## src/rtl/cic_interp_var.sv

```systemverilog
// cic_interp_var: CIC interpolator, fixed or variable power-of-two rate R,
// differential delay 1. The comb section runs once per input request. The
// integrator section runs once per high-rate tick, and the two are joined by
// zero-stuffing. The output is normalised by R^(STAGES-1) using a shift.
//
// Ports:
//   clock, reset        system clock, asynchronous active-high reset
//   interpolation       rate R (used when INTERPOLATION < 0)
//   interpolation_set   synchronous clear, pulse after changing R
//   tick                high-rate enable (ticks >= 2 clocks apart)
//   in_req              one-clock request for the next in_data sample
//   in_data             signed input, valid during the in_req cycle
//   out_strobe          one-clock pulse, out_data just updated
//   out_data            signed normalised output
module cic_interp_var #(
  parameter int STAGES        = 5,
  parameter int INTERPOLATION = -8192,
  parameter int IN_WIDTH      = 16,
  parameter int GROWTH        = 52,
  parameter int OUT_WIDTH     = 16,
  parameter int MD            = 18
) (
  input  logic                        clock,
  input  logic                        reset,
  input  logic [MD-1:0]               interpolation,
  input  logic                        interpolation_set,
  input  logic                        tick,
  output logic                        in_req,
  input  logic signed [IN_WIDTH-1:0]  in_data,
  output logic                        out_strobe,
  output logic signed [OUT_WIDTH-1:0] out_data
);

  localparam int ACC_WIDTH = IN_WIDTH + GROWTH;
  localparam int RMAX      = (INTERPOLATION < 0) ? -INTERPOLATION : INTERPOLATION;
  // Floor log2 of RMAX, which is also capped so that 1<<j still fits in MD bits.
  localparam int LG_FLOOR  = $clog2(RMAX + 1) - 1;
  localparam int LG_MAX    = (LG_FLOOR > MD - 1) ? MD - 1 : LG_FLOOR;
  localparam int SW        = 16;

  // Rate decode. Any R that is not a supported power of two falls back to
  // bypass (R=1). rmask is R-1, and s is the normalisation shift.
  logic [MD-1:0] r_sel, rmask;
  logic [SW-1:0] s;
  logic          bypass;

  always_comb begin
    r_sel  = (INTERPOLATION > 0) ? MD'(INTERPOLATION) : interpolation;
    rmask  = '0;
    s      = '0;
    bypass = 1'b1;
    for (int j = 1; j <= LG_MAX; j++) begin
      if (r_sel == (MD'(1) << j)) begin
        rmask  = (MD'(1) << j) - MD'(1);
        s      = SW'((STAGES - 1) * j);
        bypass = 1'b0;
      end
    end
  end

  logic [MD-1:0]                      phase;
  logic [STAGES-1:0][ACC_WIDTH-1:0]   dly;
  logic [STAGES:0][ACC_WIDTH-1:0]     c;
  logic [ACC_WIDTH-1:0]               comb_out;
  logic                               stuff;
  logic [STAGES-1:0][ACC_WIDTH-1:0]   integ, integ_nxt;
  logic [OUT_WIDTH-1:0]               byp_data;
  logic [OUT_WIDTH-1:0]               norm;

  // The comb chain is combinational. dly[k] holds the previous input of stage k+1.
  always_comb begin
    c[0] = {{GROWTH{in_data[IN_WIDTH-1]}}, in_data};
    for (int k = 0; k < STAGES; k++)
      c[k+1] = c[k] - dly[k];
  end

  // Each integrator adds the old value of its predecessor, which gives a
  // pipelined cascade. Only the first stage sees the zero-stuffed comb output.
  always_comb begin
    integ_nxt[0] = integ[0] + (stuff ? comb_out : '0);
    for (int k = 1; k < STAGES; k++)
      integ_nxt[k] = integ[k] + integ[k-1];
  end

  // Take bits [IN_WIDTH-1+s -: OUT_WIDTH] of the final integrator's new value.
  // No rounding is applied. The modular accumulator keeps these bits exact.
  assign norm = OUT_WIDTH'(integ_nxt[STAGES-1] >> (SW'(IN_WIDTH - OUT_WIDTH) + s));

  always_ff @(posedge clock or posedge reset) begin
    if (reset) begin
      phase      <= '0;
      dly        <= '0;
      comb_out   <= '0;
      stuff      <= 1'b0;
      integ      <= '0;
      byp_data   <= '0;
      in_req     <= 1'b0;
      out_strobe <= 1'b0;
      out_data   <= '0;
    end else if (interpolation_set) begin
      phase      <= '0;
      dly        <= '0;
      comb_out   <= '0;
      stuff      <= 1'b0;
      integ      <= '0;
      byp_data   <= '0;
      in_req     <= 1'b0;
      out_strobe <= 1'b0;
      out_data   <= '0;
    end else begin
      in_req     <= tick && (phase == '0);
      out_strobe <= tick;
      if (tick) begin
        phase    <= (phase == rmask) ? '0 : phase + MD'(1);
        integ    <= integ_nxt;
        stuff    <= 1'b0;
        out_data <= bypass ? byp_data : norm;
      end
      // Tick spacing guarantees that in_req never coincides with a tick.
      if (in_req) begin
        for (int k = 0; k < STAGES; k++)
          dly[k] <= c[k];
        comb_out <= c[STAGES];
        stuff    <= 1'b1;
        byp_data <= in_data[IN_WIDTH-1 -: OUT_WIDTH];
      end
    end
  end

endmodule

```

## config.mk

```make
export PLATFORM = sky130hd
export DESIGN_NAME = cic_interp_var
export DESIGN_NICKNAME = d
export VERILOG_FILES = /design/src/rtl/cic_interp_var.sv
export SDC_FILE = /design/constraint.sdc
export NUM_CORES = 2
export LEC_CHECK = 0
export BUFFER_PORTS_ARGS = -buffer_cell sky130_fd_sc_hd__buf_2
export CORE_UTILIZATION = 45
export CTS_BUF_LIST = sky130_fd_sc_hd__clkbuf_4
export CTS_CLUSTER_SIZE = 25
export DETAILED_ROUTE_END_ITERATION = 10
export SYNTH_ARGS = -nofsm -noshare
export SYNTH_HDL_FRONTEND = slang
export SYNTH_SLANG_ARGS = --single-unit
```

## constraint.sdc

```tcl
create_clock -name clock -period 33.2 [get_ports clock]
set_input_delay 4.98 -clock clock [delete_from_list [all_inputs] [get_ports clock]]
set_output_delay 4.98 -clock clock [all_outputs]
set_load 0.005 [all_outputs]
```

==> impl_metrics.py <==
metrics = {
    "place": {
        "place_ws_ps": 14480,
        "io_buffer_count": 55,
        "dp_hpwl_um": 150000,
        "gp_congestion": 0.931,
    },
    "global_routing": {
        "grt-ovfl-total": 0,
        "grt_pass1_vias": 56429,
        "grt_max_degree": 134,
        "grtUsageTotal_pct": 26.8,
        "grt_pass1_wl_um": 314000,
        "antenna_found_initial": 5,
    },
    "route": {
        "drtIter0Drc": 4281,
        "drc": 4,
        "vias": 58041,
        "routed_wl_um": 199000,
        "antenna_left": 0,
        "dr.pass1.iters": 10,
        "avgRoutedWirePerCell_um": 20.0,
        "vias_per_cell": 5.84,
    },
    "status": {
        "status": "finished with violations",
        "violations": "design-rule violations",
    },
    "worst_hold_path": {
        "holdPathStages": 2,
        "worst_hold_startpoint": "comb_out[7]$_DFFE_PP0P_",
        "hold_class": "register to register",
        "holdPathEnd": "comb_out[7]$_DFFE_PP0P_",
    },
    "sta": {
        "setup_viol": 0,
        "clock.fmax_ghz": 0.0567,
        "rsz0062_at_grt": "no",
        "skew_ps": 78.5,
        "finalCriticalPeriod_ps": 17630,
        "drv_slew": 0,
        "hold_violations": 0,
        "tns_ps": 0,
        "fin_crit_sh_pct": 53.1,
        "slew_headroom_pct": 24.3,
        "fin_ws_ps": 15570,
        "worst_pin_slew_ps": 1110,
    },
    "floorplan": {
        "initial_core_util_pct": 45.4,
        "coreArea_sq_mm": 0.144,
        "die_h_um": 383,
        "rows": 139,
        "ios": 56,
        "die_area_sq_mm": 0.146,
        "die_x_um": 383,
    },
    "finish": {
        "fillers": 14232,
        "fin_util_pct": 48.6,
        "nets": 8544,
        "drive_gt1_share_pct": 6.74,
        "synthToLayoutAreaGrowth_pct": 7.15,
    },
    "flow_run": {
        "maxCapViolations": 0,
    },
    "synth": {
        "synth_top_area_share_pct": 28.1,
        "ys_seq_area_share_pct": 28.1,
        "synthCells": 7881,
        "synth_area_leaders": "dfrtp_1, ha_1, mux2i_1",
        "yosys.area.top_type": "dfrtp_1",
        "synth_fp_nets": 8568,
        "synth.lib_cells_used.distinct": 108,
        "synthMostInstantiatedCell": "nor2_1",
        "ys.flop_type": "dfrtp_1",
        "synthTopCellsByCount": "nor2_1, dfrtp_1, a21oi_1",
        "syn-cell-area_sq_mm": 0.0652,
        "postSynthAreaPerCell_sq_um": 8.27,
        "synth_warnings": 0,
        "synth-edff-count": 0,
        "synthArstFlopShare_pct": 100,
        "synth_seq_cells": 731,
    },
    "clocking": {
        "cts_htree_levels": 4,
        "clockBufferDepth": 3,
        "cts_hold_buf": 0,
        "cts_tree": "done",
        "path_clk_slew_ps": 60,
        "clock-sinks": 731,
        "ctsResizeCount": 0,
        "cts_setup_buffers": 0,
        "cts_root_buf": "clkbuf_4",
        "numCtsBuffers": 212,
        "insertion_delay_ps": 1260,
    },
    "setup_path": {
        "reg2regPathDepth": 64,
        "critPathArrivalTime_ps": 18730,
        "cp_max_fo": 9,
        "cp.required_ps": 34300,
        "ff2ff_setup_slack_ps": 19070,
        "cp-start-kind": "input pin",
        "end_kind": "register",
        "crit_type": "input pin to register",
        "r2r-start": "dly[0]$_DFFE_PP0P_",
        "cpPeakStageDelay_ps": 500,
        "slowest_stage": "or4_1",
        "reg2reg_to": "comb_out[67]$_DFFE_PP0P_",
    },
}
## final cells by class
cell class | instances | area (sq um) | area share (%)
Antenna cell | 12 | 30.0 | 0.0430
Clock buffer | 304 | 2280 | 3.27
Clock inverter | 82 | 529 | 0.757
Inverter | 495 | 1870 | 2.67
Multi-Input combinational cell | 6313 | 43800 | 62.7
Sequential cell | 731 | 18300 | 26.2
Tap cell | 1903 | 2380 | 3.41
Timing Repair Buffer | 104 | 676 | 0.967
## per-stage QoR
stage | hold slack, ps | instances | area, sq um
finish | 476 | 9944 | 69900
global route | 492 | 9940 | 69900
CTS | 480 | 9932 | 69800
detailed placement | 466 | 9546 | 67000
global placement | 458 | 9546 | 67000
floorplan | 442 | 7881 | 65200
## cells in the final DEF (no fill, tap or decap), types with 116 or more instances in the layout
master and count:
nor2_1 817, dfrtp_1 730, a21oi_1 689, ha_1 619
nand2_1 602, inv_1 491, o21ai_0 489, a21o_1 415
mux2i_1 394, xnor2_1 388, clkbuf_4 304, xor2_1 203
nand3_1 118, o21bai_1 118, nand4_1 116
## critical path, delay by kind of cell
family	cells	cell delay, ps
adders and majority gates	7	2300
and+or+nand+nor	8	1390
AOI/OAI and AO/OA	43	8960
buffers and inverters	4	310
xor gates and xnor gates	4	780
## worst max-delay path by stage
stage / start / end / slack, ps / cells past startpoint
after floorplan: reset / comb_out[0]$_DFFE_PP0P_ / 7710 / 1
after global placement: in_data[0] / comb_out[67]$_DFFE_PP0P_ / 14650 / 66
after detailed placement: in_data[0] / comb_out[67]$_DFFE_PP0P_ / 14480 / 66
after CTS: in_data[0] / comb_out[67]$_DFFE_PP0P_ / 15710 / 66
after global routing: in_data[0] / comb_out[67]$_DFFE_PP0P_ / 14530 / 66
final: in_data[0] / comb_out[67]$_DFFE_PP0P_ / 15570 / 66
## metal layers
metal	vias up	routed length, um	track usage (%)
met5	-	7	0
met4	2	8430	11.5
met3	384	9120	3.79
met2	1394	94100	44.6
met1	27988	87600	34.5
li1	28273	-	-
## state kept, by name, indices dropped and copies added, names as in the netlist
signal and count:
comb_out 68, in_req 1, out_data 16, integ 340, stuff 1, phase 18
out_strobe 1, dly 286
## cell families (layout without fill, tap and decap cells)
logic type               count (synthesis)  in the layout  synth area share [%]
AND/OR/NAND/NOR                       2228           2228                  15.7
flip-flops                             731            731                  28.1
XOR/XNOR                               595            595                  8.06
AO/OA/AOI/OAI                         2439           2439                  24.3
multiplexers                           402            402                  6.20
other                                    0             12                     0
adder cells (fa/ha/maj)                649            649                  12.8
buffers and inverters                  837            985                  4.83
Power is not shown: default switching activity piles up to over one toggle a cycle in this logic, so the estimate is an artifact.
